### src/rtl/sw_input_conditioner.sv
// Slide-switch conditioner: per-bit multi-flop synchronizer, stability counter
// debounce, and registered one-cycle rise/fall event pulses.
module sw_input_conditioner #(
    parameter int unsigned WIDTH       = 32,
    parameter int unsigned SYNC_STAGES = 2,
    parameter int unsigned DB_CYCLES   = 16,
    parameter int unsigned CNT_W       = $clog2(DB_CYCLES + 1)
) (
    input  logic             clk_i,
    input  logic             rst_ni,
    input  logic [WIDTH-1:0] sw_raw_i,
    output logic [WIDTH-1:0] io_sw_o,
    output logic [WIDTH-1:0] sw_rise_o,
    output logic [WIDTH-1:0] sw_fall_o,
    output logic             sw_changed_o
);

    localparam logic [CNT_W-1:0] CNT_MAX = CNT_W'(DB_CYCLES - 1);

    logic [WIDTH-1:0] sync_q [SYNC_STAGES];
    logic [WIDTH-1:0] sync_d [SYNC_STAGES];
    logic [WIDTH-1:0] sync_bits;
    logic [CNT_W-1:0] cnt_q [WIDTH];
    logic [CNT_W-1:0] cnt_d [WIDTH];
    logic [WIDTH-1:0] stable_q, stable_d;
    logic [WIDTH-1:0] rise_q, rise_d;
    logic [WIDTH-1:0] fall_q, fall_d;
    logic             changed_q, changed_d;

    always_comb begin
        sync_d[0] = sw_raw_i;
        for (int unsigned k = 1; k < SYNC_STAGES; k++) begin
            sync_d[k] = sync_q[k-1];
        end
    end

    assign sync_bits = sync_q[SYNC_STAGES-1];

    // Counter only runs while the synchronized bit disagrees with the stable
    // value; reaching CNT_MAX commits the new value, so it never wraps.
    always_comb begin
        stable_d = stable_q;
        cnt_d    = cnt_q;
        rise_d   = '0;
        fall_d   = '0;
        for (int unsigned i = 0; i < WIDTH; i++) begin
            if (sync_bits[i] == stable_q[i]) begin
                cnt_d[i] = '0;
            end else if (cnt_q[i] == CNT_MAX) begin
                stable_d[i] = sync_bits[i];
                cnt_d[i]    = '0;
                rise_d[i]   = sync_bits[i];
                fall_d[i]   = ~sync_bits[i];
            end else begin
                cnt_d[i] = cnt_q[i] + CNT_W'(1);
            end
        end
        changed_d = |(rise_d | fall_d);
    end

    always_ff @(posedge clk_i or negedge rst_ni) begin
        if (!rst_ni) begin
            for (int unsigned k = 0; k < SYNC_STAGES; k++) begin
                sync_q[k] <= '0;
            end
            for (int unsigned i = 0; i < WIDTH; i++) begin
                cnt_q[i] <= '0;
            end
            stable_q  <= '0;
            rise_q    <= '0;
            fall_q    <= '0;
            changed_q <= 1'b0;
        end else begin
            sync_q    <= sync_d;
            cnt_q     <= cnt_d;
            stable_q  <= stable_d;
            rise_q    <= rise_d;
            fall_q    <= fall_d;
            changed_q <= changed_d;
        end
    end

    assign io_sw_o      = stable_q;
    assign sw_rise_o    = rise_q;
    assign sw_fall_o    = fall_q;
    assign sw_changed_o = changed_q;

endmodule
### config.mk
export PLATFORM = sky130hd
export DESIGN_NAME = sw_input_conditioner
export DESIGN_NICKNAME = d
export VERILOG_FILES = /design/src/rtl/sw_input_conditioner.sv
export SDC_FILE = /design/constraint.sdc
export NUM_CORES = 1
export LEC_CHECK = 0
export ABC_AREA = 1
export BUFFER_PORTS_ARGS = -buffer_cell sky130_fd_sc_hd__buf_2
export CORE_AREA = 4 4 190 192
export DETAILED_ROUTE_END_ITERATION = 10
export DIE_AREA = 0 0 194 196
export PLACE_DENSITY = 0.52
export SYNTH_ARGS = -nofsm -noshare
export SYNTH_HDL_FRONTEND = slang
export SYNTH_SLANG_ARGS = --single-unit
### constraint.sdc
create_clock -name clk_i -period 3.5 [get_ports clk_i]
set_input_delay 0.7 -clock clk_i [delete_from_list [all_inputs] [get_ports clk_i]]
set_output_delay 0.7 -clock clk_i [all_outputs]
set_load 0.02 [all_outputs]
[Word-level counts from Yosys, hierarchy flattened]
Cells that the tools add are included.
Storage, ports and cells
  word-level logic and storage cells: 455
  register bits: 321
  bits of input ports: 34
Operators by class
  reductions and logical operators: 33
  bitwise operators: 65
  add/subtract/negate cells: 32
  eq/ne operators: 64
  multiplexer cells: 192
Operators with widths (number)
  two-way mux 5 bit: 64
  adder 5 x 1 -> 5 bit (second input constant): 32
  == test 5 x 4 -> 1 bit (second input constant): 32
  two-way mux 1 bit: 128
  inverter 1 bit: 64
  AND reduction 2 bit: 32
  == test 1 bit: 32
  bitwise OR 32 bit: 1
  OR reduction 32 bit: 1

[Depth between registers and ports, before layout]
Gate-level depths: netlist of the first run.
  word-level depth: 5
  gate-level depth with buffers: 9
  mapped depth without buffers: 9

[Worst setup path before layout of the first run]
No wires, ideal clock.
  path type: reg-to-reg
  start point: reg cnt_q[155] (netlist bit)
  end point: reg changed_q (netlist: sw_changed_o)
  data required time: 3.381 ns
  slack: 2.287 ns
  data arrival time: 1.095 ns
  path buffers: 0
  cell stages (with the launch flop): 10
  setup time: 0.119 ns
  clock period less this slack: 1.213 ns
  cell sequence: dfrtp_1 ha_1 nand3_1 nor2_1 nand2_1 nand2_1 nor2_1 nand2_1 nor2_1 nand2_1
On the way
  cells in the longest elaborated chain, start to end: 5
  elaborated cells between the ends (all ways): 7
  those cells by class: eq/ne: 1; mux: 4; bitwise: 1; reduce/logical: 1
Ends and longest elaborated chain
  from (decl): RTL line 23  | logic [CNT_W-1:0] cnt_q [WIDTH];
  from (signal assigned): RTL line 75  | cnt_q <= cnt_d;
  == test 5 x 4 -> 1 bit (*): RTL line 49  | end else if (cnt_q[i] == CNT_MAX) begin
  two-way mux 1 bit: RTL line 49
  two-way mux 1 bit: RTL line 47  | if (sync_bits[i] == stable_q[i]) begin
  bitwise OR 32 bit (*): RTL line 58  | changed_d = |(rise_d | fall_d);
  OR reduction 32 bit (*): RTL line 58
  via changed_d: RTL line 28  | logic changed_q, changed_d;
  to (signal assigned): RTL line 79  | changed_q <= changed_d;
  to (decl): RTL line 28
The timed path passes the listed nets; every way through them passes the cells marked *.
A chain may end at the register's enable or synchronous reset.

[Final worst setup path of the first run]
  start point: reg stable_q[11] (netlist: io_sw_o[11])
  end point: out io_sw_o[11]
RTL lines
  from (decl): RTL line 25  | logic [WIDTH-1:0] stable_q, stable_d;
  from (signal assigned): RTL line 76  | stable_q <= stable_d;
  to (decl): RTL line 12  | output logic [WIDTH-1:0] io_sw_o,
No word-level cell between the ends.

==> results.md, run 1 <==
* Status: completed
* Maximum VDD drop at 0.0003362 V
* Drt via density at 4.288
* Pin count of the biggest net entering global routing at 84
* Drt initial violations at 374
* Library cells used by synthesis at 15
* Leakage at 7.920 nW
* Comb pwr share at 4.1%
* Area after DPL at 13,270 sq um
* Crit path buf inv count at 1
* Vias in the first global route at 7,684
* Drt drc at 0
* Number of synthesized register bits at 321
* Critical Path RT at 2.80 ns
* Non-filler cells, final at 1,782
* Yosys warning count at 0
* Sequential power share at 51.0%
* Die W at 194 um
* Syn Inst Count at 1,129
* Total Power at 7.685 mW
* Starting density of the core at 34.75%
* Seq/Total Area, Yosys at 67.25%
* Wire length per cell at 12.00 um
* Pwr dens at 535.3 nW/um^2
* Critical path's slowest cell: dfrtp_1
* Worst EP arrival at 1.15 ns
* Clk sinks at 321
* Minimum clock period after layout at 1.847 ns
* RSZ-0062 raised after global routing: false
* Final core utilization at 41.77%
* Hold WC Path Type: in2async
* Core Footprint at 34,370 sq um
* Pint at 5.969 mW
* Post-DP HPWL at 14,850 um
* DP Worst Slack at 1.893 ns
* Power share of the clock group at 44.9%
* # diodes at 0
* Period utilisation layout at 52.76%
* Share of post-route cells with drive strength above 1 at 16.96%
* WL final at 21,380 um
* Clock Path Buffers at 3
* CTS tree: done
* Crit path largest cell delay at 0.44 ns
* Syn_nets at 1,195
* Worst slew margin at 56.73%
* Synth Area per Inst at 10.58 sq um
* Post-layout instance area at 14,360 sq um
* Tightest Pin Transition at 0.6490 ns
* Gr usage total at 11.65%
* Crit path launch type: flip-flop
* Critical setup path kind: reg2out
* Setup WS post-layout at 1.653 ns
* Row cnt at 68
* Max FO, Critical Path at 4
* Post-CTS setup buffers at 0
* Nets at 1,369
* Fin. Hold Viols at 0
* Die area at 38,020 sq um
* R2r setup slk at 1.92 ns
* Final Skew at 0.008281 ns
* Die height at 196 um
* Final TNS setup at 0 ns
* Max-cap viol count at 0
* Layout area overhead at 20.21%
* Hold_ws at 0.2056 ns
* Post-CTS Hold Fix Bufs at 0
* Clock Root Buffer: clkbuf_16
* Crit. End Element: primary output
* Critical-path cell list: buf_2
* Post-route ant nets at 0
* CTS H-Tree Depth at 2
* Worst skew pair latency at 0.50 ns
* Clock Pin Slew Worst Setup and Hold Paths at 0.06 ns
* DR pass1 iterations at 4
* Path depth of the worst reg2reg path at 9
* Most frequent cells in the layout: dfrtp_1 (321), nor2_1 (208), nand2_1 (161)
* Sw frac at 22.34%
* Crit Reg-Reg Endpoint: sw_changed_o
* NetSw at 1.717 mW
* FF-to-FF Start: cnt_q[140]
* Placed cell count at 1,720
* DR vias at 7,641
* Port buffer count at 130
* Most common cell after layout, fill and taps aside: dfrtp_1
* Synthesized area at 11,940 sq um
* Num CTS Buffers at 36
* Remaining global-route overflow at 0
* Finish-stage setup viols at 0
* Fmax at 541.5 MHz
* RePlAce Congestion at 0.7274
* Post-CTS sizing at 0
* I/O pin count at 131
* Max-slew violations at 0
* Crit-path leading delay family: flip-flops
* First-pass GRT wire length at 37,430 um
* Antenna violations before repair at 0
* Worst path depth at 1
## state kept, by name (all words and copies together), names as in the netlist
name,cells
cnt_q,160
io_sw_o,32
sw_changed_o,1
sw_fall_o,32
sw_rise_o,32
sync_bits,32
sync_d,32
## cell type report
type	instances	area, sq um
Inverter	162	608.1
Tap cell	455	569.3
Fill cell	3316	20020
Sequential cell	321	8033
Timing Repair Buffer	136	755.7
Clock buffer	47	1003
Clock inverter	15	85.08
Multi-Input combinational cell	646	3303
## power groups by stage
stage | clock network, mW | registers [mW] | logic, mW
3_3_place_gp | 0 | 3.98 | 0.324
5_1_grt | 3.78 | 3.93 | 0.388
3_5_place_dp | 0 | 3.98 | 0.327
2_1_floorplan | 0 | 3.97 | 0.181
6_report | 3.45 | 3.92 | 0.316
4_1_cts | 3.62 | 3.92 | 0.329
## worst max path at each step
stage | startpoint | endpoint
2_1_floorplan | cnt_q[155] | sw_changed_o
3_3_place_gp | rst_ni | sync_d[30]
3_5_place_dp | rst_ni | sync_d[30]
4_1_cts | io_sw_o[11] | io_sw_o[11]
5_1_grt | io_sw_o[11] | io_sw_o[11]
6_report | io_sw_o[11] | io_sw_o[11]
## kinds of logic (layout without fill, tap and decap cells)
| kind of cell | count (synthesis) | count (layout) | synth area share [%] |
|---|---|---|---|
| simple gates | 486 | 486 | 17.06 |
| flops | 321 | 321 | 67.25 |
| buf+inv | 162 | 360 | 5.091 |
| compound gates | 96 | 96 | 4.892 |
| fa+ha+maj | 32 | 32 | 3.352 |
| xor+xnor | 32 | 32 | 2.347 |
## layer usage
layer | GRT usage (%) | wire (um)
met2 | 17.94 | 9243
met3 | 3.074 | 1222
met1 | 16.30 | 10350
met4 | 3.542 | 558
met5 | 0 | 0
## synthesized netlist by cell type (all sizes together)
cell type	count	area (sq um)
nor2	208	780.8
inv	162	608.1
and3	26	163.9
a21oi	8	40.04
nand3	64	320.3
o21ai	33	165.2
xor2	32	280.3
o22ai	27	168.9
dfrtp	321	8033
ha	32	400.4
a21o	28	210.2
nand2	188	773.2
No activity file was read; power rests on OpenSTA's default activity.
==> run 2: changes to the inputs <==
ABC_AREA = 0   (was 1)
CORE_AREA = 4 4 192 194   (was 4 4 190 192)
DIE_AREA = 0 0 196 198   (was 0 0 194 196)
clock period = 1.9 ns   (was 3.5 ns; I/O delays follow)
==> results.md, run 2 <==
* Antenna violations before repair at 0 (unchanged)
* Leakage at 7.612 nW (-3.9%)
* Fin. Hold Viols at 0 (unchanged)
* I/O pin count at 131 (unchanged)
* Starting density of the core at 34.48% (-0.26 points)
* Die W at 196 um (+1.0%)
* Critical setup path kind: reg2reg
* Post-DP HPWL at 14,810 um (-0.28%)
* Max-slew violations at 0 (unchanged)
* Most common cell in the netlist: dfrtp_1
* Drt initial violations at 263 (-30%)
* Main synth FF type: dfrtp_1
* RePlAce Congestion at 0.7640 (+5.0%)
* Pin count of the biggest net entering global routing at 64 (-24%)
* Gr usage total at 11.38% (-0.27 points)
* Post-route ant nets at 0 (unchanged)
* Synth top area share at 66.13% (-1.1 points)
* Core Footprint at 35,220 sq um (+2.5%)
* Drt via density at 4.451 (+3.8%)
* Synth Area per Inst at 13.39 sq um (+27%)
* Remaining global-route overflow at 0 (unchanged)
* Hold WC Path Type: reg2reg
* Syn_nets at 973 (-19%)
* Period utilisation layout at 88.25%
* DR pass1 iterations at 6 (+2)
* Clock Pin Slew Worst Setup and Hold Paths at 0.06 ns (about the same)
* Row cnt at 69 (+1.5%)
* Library cells used by synthesis at 28 (+13)
* Syn Inst Count at 907 (-20%)
* CTS H-Tree Depth at 2 (unchanged)
* Largest register FFs at 160 (unchanged)
* Worst EP arrival at 2.03 ns (+0.88 ns)
* First-pass GRT wire length at 37,110 um (-0.87%)
* Number of synthesized flops with an enable pin at 0 (unchanged)
* Critical Path RT at 2.25 ns (-0.55 ns)
* Largest Register: cnt_q
* Port buffer count at 130 (unchanged)
* Top cells by area, synth: dfrtp_1 (66%), xor2_1 (4.8%), xnor2_1 (4.3%)
* Crit path launch type: flip-flop
* Yosys warning count at 0 (unchanged)
* WL final at 21,510 um (+0.64%)
* Die area at 38,810 sq um (+2.1%)
* Layout area overhead at 24.37%
* Most common cell after layout, fill and taps aside: dfrtp_1
* Clock Path Buffers at 3 (unchanged)
* Synthesized area at 12,150 sq um (+1.7%)
* # diodes at 0 (unchanged)
* Vias in the first global route at 7,444 (-3.1%)
* CTS tree: done
* Nets at 1,190 (-13%)
* Drt drc at 0 (unchanged)
* DR vias at 7,157 (-6.3%)
* Wire length per cell at 13.38 um (+12%)
* Worst slew margin at 73.11% (+16 points)
* Leading area contributor after synthesis: dfrtp_1
* Final TNS setup at 0 ns (unchanged)
* Pwr dens at 982.2 nW/um^2 (+83%)
* Total Power at 14.84 mW (+93%)
* Crit. End Element: flip-flop
* Maximum VDD drop at 0.0005433 V (+62%)
* Post-layout instance area at 15,110 sq um (+5.2%)
* Fraction of registers with async set/reset at 100.0% (unchanged)
* Seq/Total Area, Yosys at 66.13% (-1.1 points)
* Area after DPL at 13,560 sq um (+2.2%)
* Post-CTS setup buffers at 0 (unchanged)
* Final Skew at 0.005799 ns (-0.002483 ns)
* Clock Root Buffer: clkbuf_16
* Tightest Pin Transition at 0.4000 ns (-0.2490 ns)
* Die height at 198 um (+1.0%)
* Max FO, Critical Path at 6 (+2)
* Final core utilization at 42.89% (+1.1 points)
* Status: completed
* Most frequent cells in the layout: dfrtp_1 (321), buf_2 (129), nor2_1 (101)
* Minimum clock period after layout at 1.677 ns
* RSZ-0062 raised after global routing: false
* Num CTS Buffers at 36 (unchanged)
* Finish-stage setup viols at 0 (unchanged)
* Clk sinks at 321 (unchanged)
* Fmax at 596.4 MHz
* Synth cell count leaders: dfrtp_1 (321), nor2_1 (101), xor2_1 (66)
* Share of post-route cells with drive strength above 1 at 22.23% (+5.3 points)
* Max-cap viol count at 0 (unchanged)
* Number of synthesized register bits at 321 (unchanged)
* Worst skew pair latency at 0.49 ns (about the same)
[run 2: changes by cell type after synthesis, moves of 14 or more]
| cell | change |
|---|---|
| mux2_4 | +14 |
| nand3_1 | -16 |
| a21o_1 | -28 |
| xnor2_1 | +60 |
| o21ai_0 | -33 |
| and3_1 | +15 |
| a31oi_1 | +16 |
| nor2_1 | -107 |
| mux2_2 | +16 |
| nor3b_1 | +64 |
| nand2_2 | -27 |
| inv_1 | -157 |
| nand2_1 | -107 |
| xor2_1 | +34 |
[run 2: kinds of logic after synthesis]
kind of cell    share of synthesized area [%]
simple gates                            15.68
flops                                   66.13
xor+xnor                                9.085
compound gates                          1.772
fa+ha+maj                               3.296
mux                                     3.214
buf+inv                                0.8240
[run 2: worst paths after layout]
kind | depth (start not counted) | start | slack [ns] | endpoint
worst max-delay path | 6 | cnt_q[15] | 0.22 | sw_changed_o
worst min-delay path | 0 | sync_d[27] | 0.34 | sync_bits[27]
worst max register to register | 6 | cnt_q[15] | 0.22 | sw_changed_o
worst min register to register | 0 | sync_d[27] | 0.34 | sync_bits[27]
max in group asynchronous | 3 | rst_ni | 0.88 | sync_d[6]
min in group asynchronous | 2 | rst_ni | 0.37 | sync_d[5]
[run 2: final cells by class]
class / count / area, sq um
sequential: 321 / 8033
fill: 3291 / 20120
clock inverter: 6 / 107.6
multi-input combinational: 572 / 4020
tap: 461 / 576.8
clock buffer: 55 / 1104
timing repair buffer: 193 / 1266
[run 2: what timing repair did]
action                                 CTS  global route
endpoints found under the hold margin   58             0
setup endpoints to repair                0             1
gates resized for setup                  0             1
hold buffers                            33             0
[run 2: where the power goes]
group	switching, mW	total (mW)	internal [mW]
Clock	2.56	6.95	4.38
Combinational	0.329	0.626	0.297
Sequential	0.192	7.27	7.08
Total	3.08	14.8	11.8
[run 2: metrics by stage]
stage | instances | setup slack [ns] | hold slack, ns
global route | 1608 | 0.07397 | 0.3506
finish | 1608 | 0.2233 | 0.3438
CTS | 1608 | 0.03683 | 0.3432
floorplan | 907 | 0.4468 | 0.08441
global placement | 1514 | 0.09020 | 0.2958
detailed placement | 1514 | 0.03907 | 0.2972
[run 2: critical path: stages, from the launching register on]
cell and delay [ns]:
dfrtp_1 0.40, ha_1 0.24, nand3_1 0.10, or2_1 0.21, o22ai_1 0.14, nor4_2 0.31
nand4_1 0.13
[run 2: per-layer routing]
metal	share of wire, %	global-route usage, %	up-vias
li1	-	-	3527
met1	48	16.03	3482
met2	45	17.36	115
met3	5.5	3.250	33
met4	1.9	3.181	0
met5	0	0	-
